## config.mk

```make
export PLATFORM = sky130hd
export DESIGN_NAME = pc_fetch_unit_flat
export DESIGN_NICKNAME = d
export VERILOG_FILES = /design/src/rtl/pc_fetch_unit_pkg.sv /design/src/rtl/pc_fetch_unit_if.sv /design/src/rtl/pc_fetch_unit_next_pc_select.sv /design/src/rtl/pc_fetch_unit.sv /design/src/flat_wrapper.sv
export SDC_FILE = /design/constraint.sdc
export NUM_CORES = 1
export LEC_CHECK = 0
export CELL_PAD_IN_SITES_DETAIL_PLACEMENT = 1
export CELL_PAD_IN_SITES_GLOBAL_PLACEMENT = 1
export CORE_UTILIZATION = 36
export CTS_CLUSTER_SIZE = 25
export DETAILED_ROUTE_END_ITERATION = 10
export GPL_TIMING_DRIVEN = 0
export PLACE_DENSITY_LB_ADDON = 0.1
export SLEW_MARGIN = 20
export SYNTH_ARGS = -nofsm -noshare
export SYNTH_HDL_FRONTEND = slang
export SYNTH_SLANG_ARGS = --single-unit
```

## constraint.sdc

```tcl
create_clock -name clk -period 3.55 [get_ports clk]
set_input_delay 0.71 -clock clk [delete_from_list [all_inputs] [get_ports clk]]
set_output_delay 0.71 -clock clk [all_outputs]
set_load 0.02 [all_outputs]
```

## src/rtl/pc_fetch_unit_pkg.sv

```systemverilog
// rtl/pc_fetch_unit_pkg.sv - shared constants, state codes and types for the fetch sequencer
package pc_fetch_unit_pkg;

    localparam int          WORD_BYTES       = 4;
    localparam logic [31:0] RESET_PC_DEFAULT = 32'h0000_0000;

    localparam logic [1:0] ST_IDLE = 2'd0;
    localparam logic [1:0] ST_REQ  = 2'd1;
    localparam logic [1:0] ST_HOLD = 2'd2;

    typedef struct packed {
        logic        redirect;
        logic [31:0] target;
    } redirect_t;

    // Jump keeps the top nibble of the decode-stage PC+4 (MIPS-style region jump).
    function automatic logic [31:0] jump_target(input logic [31:0] pc_plus4,
                                                input logic [25:0] index);
        return {pc_plus4[31:28], index, 2'b00};
    endfunction

endpackage

```

## src/rtl/pc_fetch_unit_if.sv

```systemverilog
// rtl/pc_fetch_unit_if.sv - instruction-memory handshake and fetch-result bundle
interface pc_fetch_unit_if;

    logic        ImemReq;
    logic [31:0] ImemAddr;
    logic        ImemReady;
    logic        FetchValid;
    logic [31:0] FetchPC;

    modport master (
        output ImemReq,
        output ImemAddr,
        input  ImemReady,
        output FetchValid,
        output FetchPC
    );

    modport slave (
        input  ImemReq,
        input  ImemAddr,
        output ImemReady,
        input  FetchValid,
        input  FetchPC
    );

endinterface

```

## src/rtl/pc_fetch_unit_next_pc_select.sv

```systemverilog
// rtl/pc_fetch_unit_next_pc_select.sv - combinational redirect target mux (jump beats branch)
module next_pc_select
    import pc_fetch_unit_pkg::*;
(
    input  logic [31:0] AlignedOffset,
    input  logic [31:0] DecodePCPlus4,
    input  logic        BranchTaken,
    input  logic        JumpEn,
    input  logic [25:0] JumpIndex,
    output redirect_t   sel_o
);

    logic [31:0] branch_target;
    logic [31:0] jmp_target;

    assign branch_target = DecodePCPlus4 + AlignedOffset;
    assign jmp_target    = jump_target(DecodePCPlus4, JumpIndex);

    always_comb begin
        sel_o.redirect = BranchTaken | JumpEn;
        sel_o.target   = JumpEn ? jmp_target : branch_target;
    end

endmodule

```

## src/rtl/pc_fetch_unit.sv

```systemverilog
// rtl/pc_fetch_unit.sv - PC register, pending-redirect latch and IDLE/REQ/HOLD fetch FSM
module pc_fetch_unit
    import pc_fetch_unit_pkg::*;
#(
    parameter logic [31:0] RESET_PC = RESET_PC_DEFAULT
) (
    input  logic               clk,
    input  logic               reset,
    input  logic [31:0]        AlignedOffset,
    input  logic [31:0]        DecodePCPlus4,
    input  logic               BranchTaken,
    input  logic               JumpEn,
    input  logic [25:0]        JumpIndex,
    input  logic               Stall,
    pc_fetch_unit_if.master    imem
);

    logic [1:0]  state_q, state_d;
    logic [31:0] pc_q, pc_d;
    logic        pend_valid_q, pend_valid_d;
    logic [31:0] pend_target_q, pend_target_d;
    logic        fetch_valid_q, fetch_valid_d;
    logic [31:0] fetch_pc_q, fetch_pc_d;

    redirect_t   sel;

    next_pc_select u_next_pc_select (
        .AlignedOffset (AlignedOffset),
        .DecodePCPlus4 (DecodePCPlus4),
        .BranchTaken   (BranchTaken),
        .JumpEn        (JumpEn),
        .JumpIndex     (JumpIndex),
        .sel_o         (sel)
    );

    assign imem.ImemReq    = (state_q == ST_REQ);
    assign imem.ImemAddr   = pc_q;
    assign imem.FetchValid = fetch_valid_q;
    assign imem.FetchPC    = fetch_pc_q;

    always_comb begin
        state_d       = state_q;
        pc_d          = pc_q;
        pend_valid_d  = pend_valid_q;
        pend_target_d = pend_target_q;
        fetch_valid_d = 1'b0;
        fetch_pc_d    = fetch_pc_q;

        case (state_q)
            ST_IDLE: begin
                if (sel.redirect) begin
                    pc_d = sel.target;
                end
                state_d = ST_REQ;
            end
            ST_REQ: begin
                if (!imem.ImemReady) begin
                    // Address must stay put until memory answers; park the newest redirect.
                    if (sel.redirect) begin
                        pend_valid_d  = 1'b1;
                        pend_target_d = sel.target;
                    end
                end else begin
                    if (sel.redirect || pend_valid_q) begin
                        pc_d = sel.redirect ? sel.target : pend_target_q;
                    end else begin
                        fetch_valid_d = 1'b1;
                        fetch_pc_d    = pc_q;
                        pc_d          = pc_q + 32'(WORD_BYTES);
                    end
                    pend_valid_d  = 1'b0;
                    state_d       = Stall ? ST_HOLD : ST_REQ;
                end
            end
            ST_HOLD: begin
                if (sel.redirect) begin
                    pc_d = sel.target;
                end
                if (!Stall) begin
                    state_d = ST_REQ;
                end
            end
            default: begin
                state_d = ST_IDLE;
            end
        endcase
    end

    always_ff @(posedge clk) begin
        if (reset) begin
            state_q       <= ST_IDLE;
            pc_q          <= RESET_PC;
            pend_valid_q  <= 1'b0;
            pend_target_q <= 32'h0;
            fetch_valid_q <= 1'b0;
            fetch_pc_q    <= 32'h0;
        end else begin
            state_q       <= state_d;
            pc_q          <= pc_d;
            pend_valid_q  <= pend_valid_d;
            pend_target_q <= pend_target_d;
            fetch_valid_q <= fetch_valid_d;
            fetch_pc_q    <= fetch_pc_d;
        end
    end

endmodule

```

## src/flat_wrapper.sv

```systemverilog
// flat-port wrapper written by rule: the top's interface ports become plain ports
module pc_fetch_unit_flat import pc_fetch_unit_pkg::*;
#(
    parameter logic [31:0] RESET_PC = RESET_PC_DEFAULT
)
  (clk, reset, AlignedOffset, DecodePCPlus4, BranchTaken, JumpEn, JumpIndex, Stall, imem_ImemReq, imem_ImemAddr, imem_ImemReady, imem_FetchValid, imem_FetchPC);
  pc_fetch_unit_if imem_i ();
  input  logic clk;
  input  logic reset;
  input  logic [31:0] AlignedOffset;
  input  logic [31:0] DecodePCPlus4;
  input  logic BranchTaken;
  input  logic JumpEn;
  input  logic [25:0] JumpIndex;
  input  logic Stall;
  output wire logic [$bits(imem_i.ImemReq)-1:0] imem_ImemReq;
  output wire logic [$bits(imem_i.ImemAddr)-1:0] imem_ImemAddr;
  input wire logic [$bits(imem_i.ImemReady)-1:0] imem_ImemReady;
  output wire logic [$bits(imem_i.FetchValid)-1:0] imem_FetchValid;
  output wire logic [$bits(imem_i.FetchPC)-1:0] imem_FetchPC;
  assign imem_ImemReq = imem_i.ImemReq;
  assign imem_ImemAddr = imem_i.ImemAddr;
  assign imem_i.ImemReady = imem_ImemReady;
  assign imem_FetchValid = imem_i.FetchValid;
  assign imem_FetchPC = imem_i.FetchPC;
  pc_fetch_unit #(.RESET_PC(RESET_PC)) u_core (.clk(clk), .reset(reset), .AlignedOffset(AlignedOffset), .DecodePCPlus4(DecodePCPlus4), .BranchTaken(BranchTaken), .JumpEn(JumpEn), .JumpIndex(JumpIndex), .Stall(Stall), .imem(imem_i));
endmodule
```

==> flow_metrics.tcl <==
set metrics [dict create \
    grt_pass1_wl_um 42310 \
    layout-drive-gt1-share 0.03454 \
    insertion_delay_ns 0.35 \
    flow.area_growth_from_synthesis_pct 32.29 \
    outcome "finished clean" \
    synth_top_cell_area_share 0.2924 \
    placementRows 50 \
    synth.yosys.warnings 0 \
    grt.overflow.total 0 \
    critical_path.max_stage_delay_ns 0.50 \
    fillers 2393 \
    max-slew-margin-rel 0.4259 \
    timing.critical_path.buf_inv 3 \
    synth-edff-count 0 \
    layout.cell_area.non_filler_sq_um 9057 \
    post_synthesis_cell_type_with_the_largest_combined_area "dfxtp_1" \
    initial_core_util 0.3672 \
    htree_levels 3 \
    static-leakage-power_nw 3.287 \
    detailedRoute.firstPassIterationCount 6 \
    grt_resource_usage_total 0.2775 \
    endpoint_kind "flop" \
    post_synth_most_frequent_cells "nand2_1, a21oi_1, dfxtp_1" \
    timing.critical_path.slowest_stage_cell "o311ai_1" \
    setup.worst_path.start_class "input port" \
    max-clock-path-buffers 2 \
    synthMostInstantiatedCell "nand2_1" \
    maximum_ir_drop_on_the_vdd_rail_v 0.0002259 \
    hold_path_class "reg -> reg" \
    crit_path_cell_trace "clkdlybuf4s50_1 -> ha_1 -> inv_1 -> fa_1 -> nand2b_1 -> a21o_1 -> a21oi_4 -> o211ai_1 -> buf_4 -> a21oi_1 -> o311ai_1 -> a21oi_1 -> nand3b_1" \
    timing.reg2reg.worst_path_depth 9 \
    area_contributors_post_synth "dfxtp_1, a21oi_1, nand2_1, ha_1, o21ai_0" \
    async_flop_share 0 \
    design.portCount 162 \
    cell_occurring_most_often_along_the_worst_timing_path "a21oi_1" \
    synth.distinct_cells 66 \
    gpl.final_weighted_congestion 0.8984 \
    multi_input_comb_area_sq_um 4554 \
    cp_data_required_time_ns 3.79 \
    clock_sinks 100 \
    hold_slack_ns 0.4566 \
    top_reg_cell_synth "dfxtp_1" \
    layout_setup_ws_ns 0.1122 \
    final_period_minus_worst_setup_slack_ns 3.438 \
    postPlaceCellArea_sq_um 8741 \
    vias_per_cell 5.758 \
    die-area_sq_um 19570 \
    synth.avg_cell_area_sq_um 7.192 \
    place_worst_setup_slack_ns -0.4051 \
    num_vias 7848 \
    synth_sequential_area_ratio 0.2924 \
    holdBufCountCts 0 \
    critical_path_class "in -> reg" \
    critPathMaxFanout 4 \
    nets 1253 \
    layout.area.seq_sq_um 2002 \
    kind_of_cell_adding_the_most_delay_to_the_critical_path "compound AO/OA/AOI/OAI gates" \
    clock-root-buffer "clkbuf_16" \
    port-buffer-count 160 \
    timing_worst_slew_pin_value_ns 0.8546 \
    grt_start_max_net_pins 19 \
    tritoncts "yes" \
    hpwl_um 21260 \
    timing_max_transition_violations_final 0 \
    die_w_um 139.9 \
    drv.max_cap_violation_count 0 \
    first_iter_violations 504 \
    p_per_area_nw_per_um2 369.5 \
    grt_pass1_vias 7560 \
    cts.clk_slew.worst_paths_ns 0.08 \
    num_antenna_cells 0 \
    synth_area_sq_um 6847 \
    timing.final.hold_violations 0 \
    yosys_register_bits 100 \
    fmaxAchievable_mhz 290.9 \
    initial_antenna_violation_count 0 \
    inserted_clock_buffers 9 \
    routedWlPerCell_um 19.86 \
    postRouteWirelength_um 27060 \
    clock_skew_ns 0.01080 \
    placeableCoreArea_sq_um 18640 \
    timing.critical_path.arrival_ns 3.68 \
    worst-path-stages 13 \
    worstHoldPathCells 2 \
    post-route-drc-count 0 \
    report.final.setup_viol 0 \
    min_period_over_period 0.9684 \
    netlist_instances 952 \
    setup_tns_ns 0 \
    die_h_um 139.9 \
    drt_antenna_net_count 0 \
    total_power_mw 3.346 \
    syn-num-nets 1081 \
]
## tightest hold or removal path: stages, from the launching register on
cell and delay, ns:
dfxtp_1 0.31, nand2_1 0.05, a21oi_1 0.05
## routing by layer
layer,GRT usage,vias up,wire length (um)
met1,0.3901,3732,12590
met2,0.4503,296,12310
li1,-,3786,-
met3,0.02803,34,1645
met5,0,-,0
met4,0.07634,0,516
## state kept, by name, summed over array words and instances, names as in the netlist
name and cells:
u_core.imem.FetchPC 32, u_core.pend_target_q 32, u_core.pend_valid_q 1, u_core.state_q 2
u_core.imem.ImemAddr 32, u_core.imem.FetchValid 1
## per-stage QoR
| step | std cells | util |
|---|---|---|
| 2_1_floorplan | 952 | - |
| 3_3_place_gp | 1346 | 0.4689 |
| 3_5_place_dp | 1346 | 0.4689 |
| 4_1_cts | 1362 | 0.4842 |
| 5_1_grt | 1363 | 0.4858 |
| 6_report | 1363 | 0.4858 |
## power breakdown
group	total, mW	leakage (nW)	switching, mW	internal, mW
clock network	0.970	0.141	0.482	0.488
registers	1.28	0.818	0.0902	1.19
logic	1.09	2.33	0.645	0.449
## final timing paths
check / slack [ns] / start / endpoint
setup / recovery: 0.11 / AlignedOffset[0] / u_core.imem.ImemAddr[30]
hold reg to reg: 0.46 / u_core.imem.FetchPC[26] / u_core.imem.FetchPC[26]
hold / removal: 0.46 / u_core.imem.FetchPC[26] / u_core.imem.FetchPC[26]
setup reg to reg: 0.73 / u_core.state_q[0] / u_core.imem.ImemAddr[16]
## cell type report
cell class,instances,area share
multi-input cells,770,0.5028
flip-flops and latches,100,0.2210
repair buffers,161,0.1776
well taps,234,0.03232
plain buffers,65,0.02790
clock buffers,9,0.02487
inverters,17,0.007045
clock inverters,7,0.006354
## timing repair
item                                   4_1_cts  5_1_grt
setup endpoints to repair                    2        7
gates resized for setup                      1        4
pin swaps                                    0        3
buffers inserted                             0        1
cloned                                       0        0
endpoints found under the hold margin        0        0
## logic make-up after synthesis
kind of cell,count (synthesis),synth area share
AO/OA/AOI/OAI,318,0.2842
XOR/XNOR,39,0.04989
flip-flops,100,0.2924
multiplexers,9,0.01590
adder cells (fa/ha/maj),33,0.06140
buffers and inverters,82,0.04624
AND/OR/NAND/NOR,371,0.2500
## cell usage in the layout (no fill, tap or decap), drive strengths merged, types with 5 or more instances in the layout
| cell type | n |
|---|---|
| and2 | 10 |
| nor3 | 36 |
| o31ai | 5 |
| a21oi | 132 |
| nand3 | 37 |
| o211ai | 6 |
| a221oi | 20 |
| buf | 8 |
| mux2i | 6 |
| nand2b | 8 |
| nor2 | 82 |
| nand2 | 141 |
| dfxtp | 100 |
| o22ai | 6 |
| nand4 | 9 |
| and3 | 14 |
| a31oi | 8 |
| a211oi | 19 |
| xnor2 | 21 |
| inv | 21 |
| o21ai | 77 |
| ha | 32 |
| clkdlybuf4s50 | 160 |
| a21o | 15 |
| clkbuf | 67 |
| xor2 | 18 |
| or3 | 9 |
No activity file was read; power rests on OpenSTA's default activity.
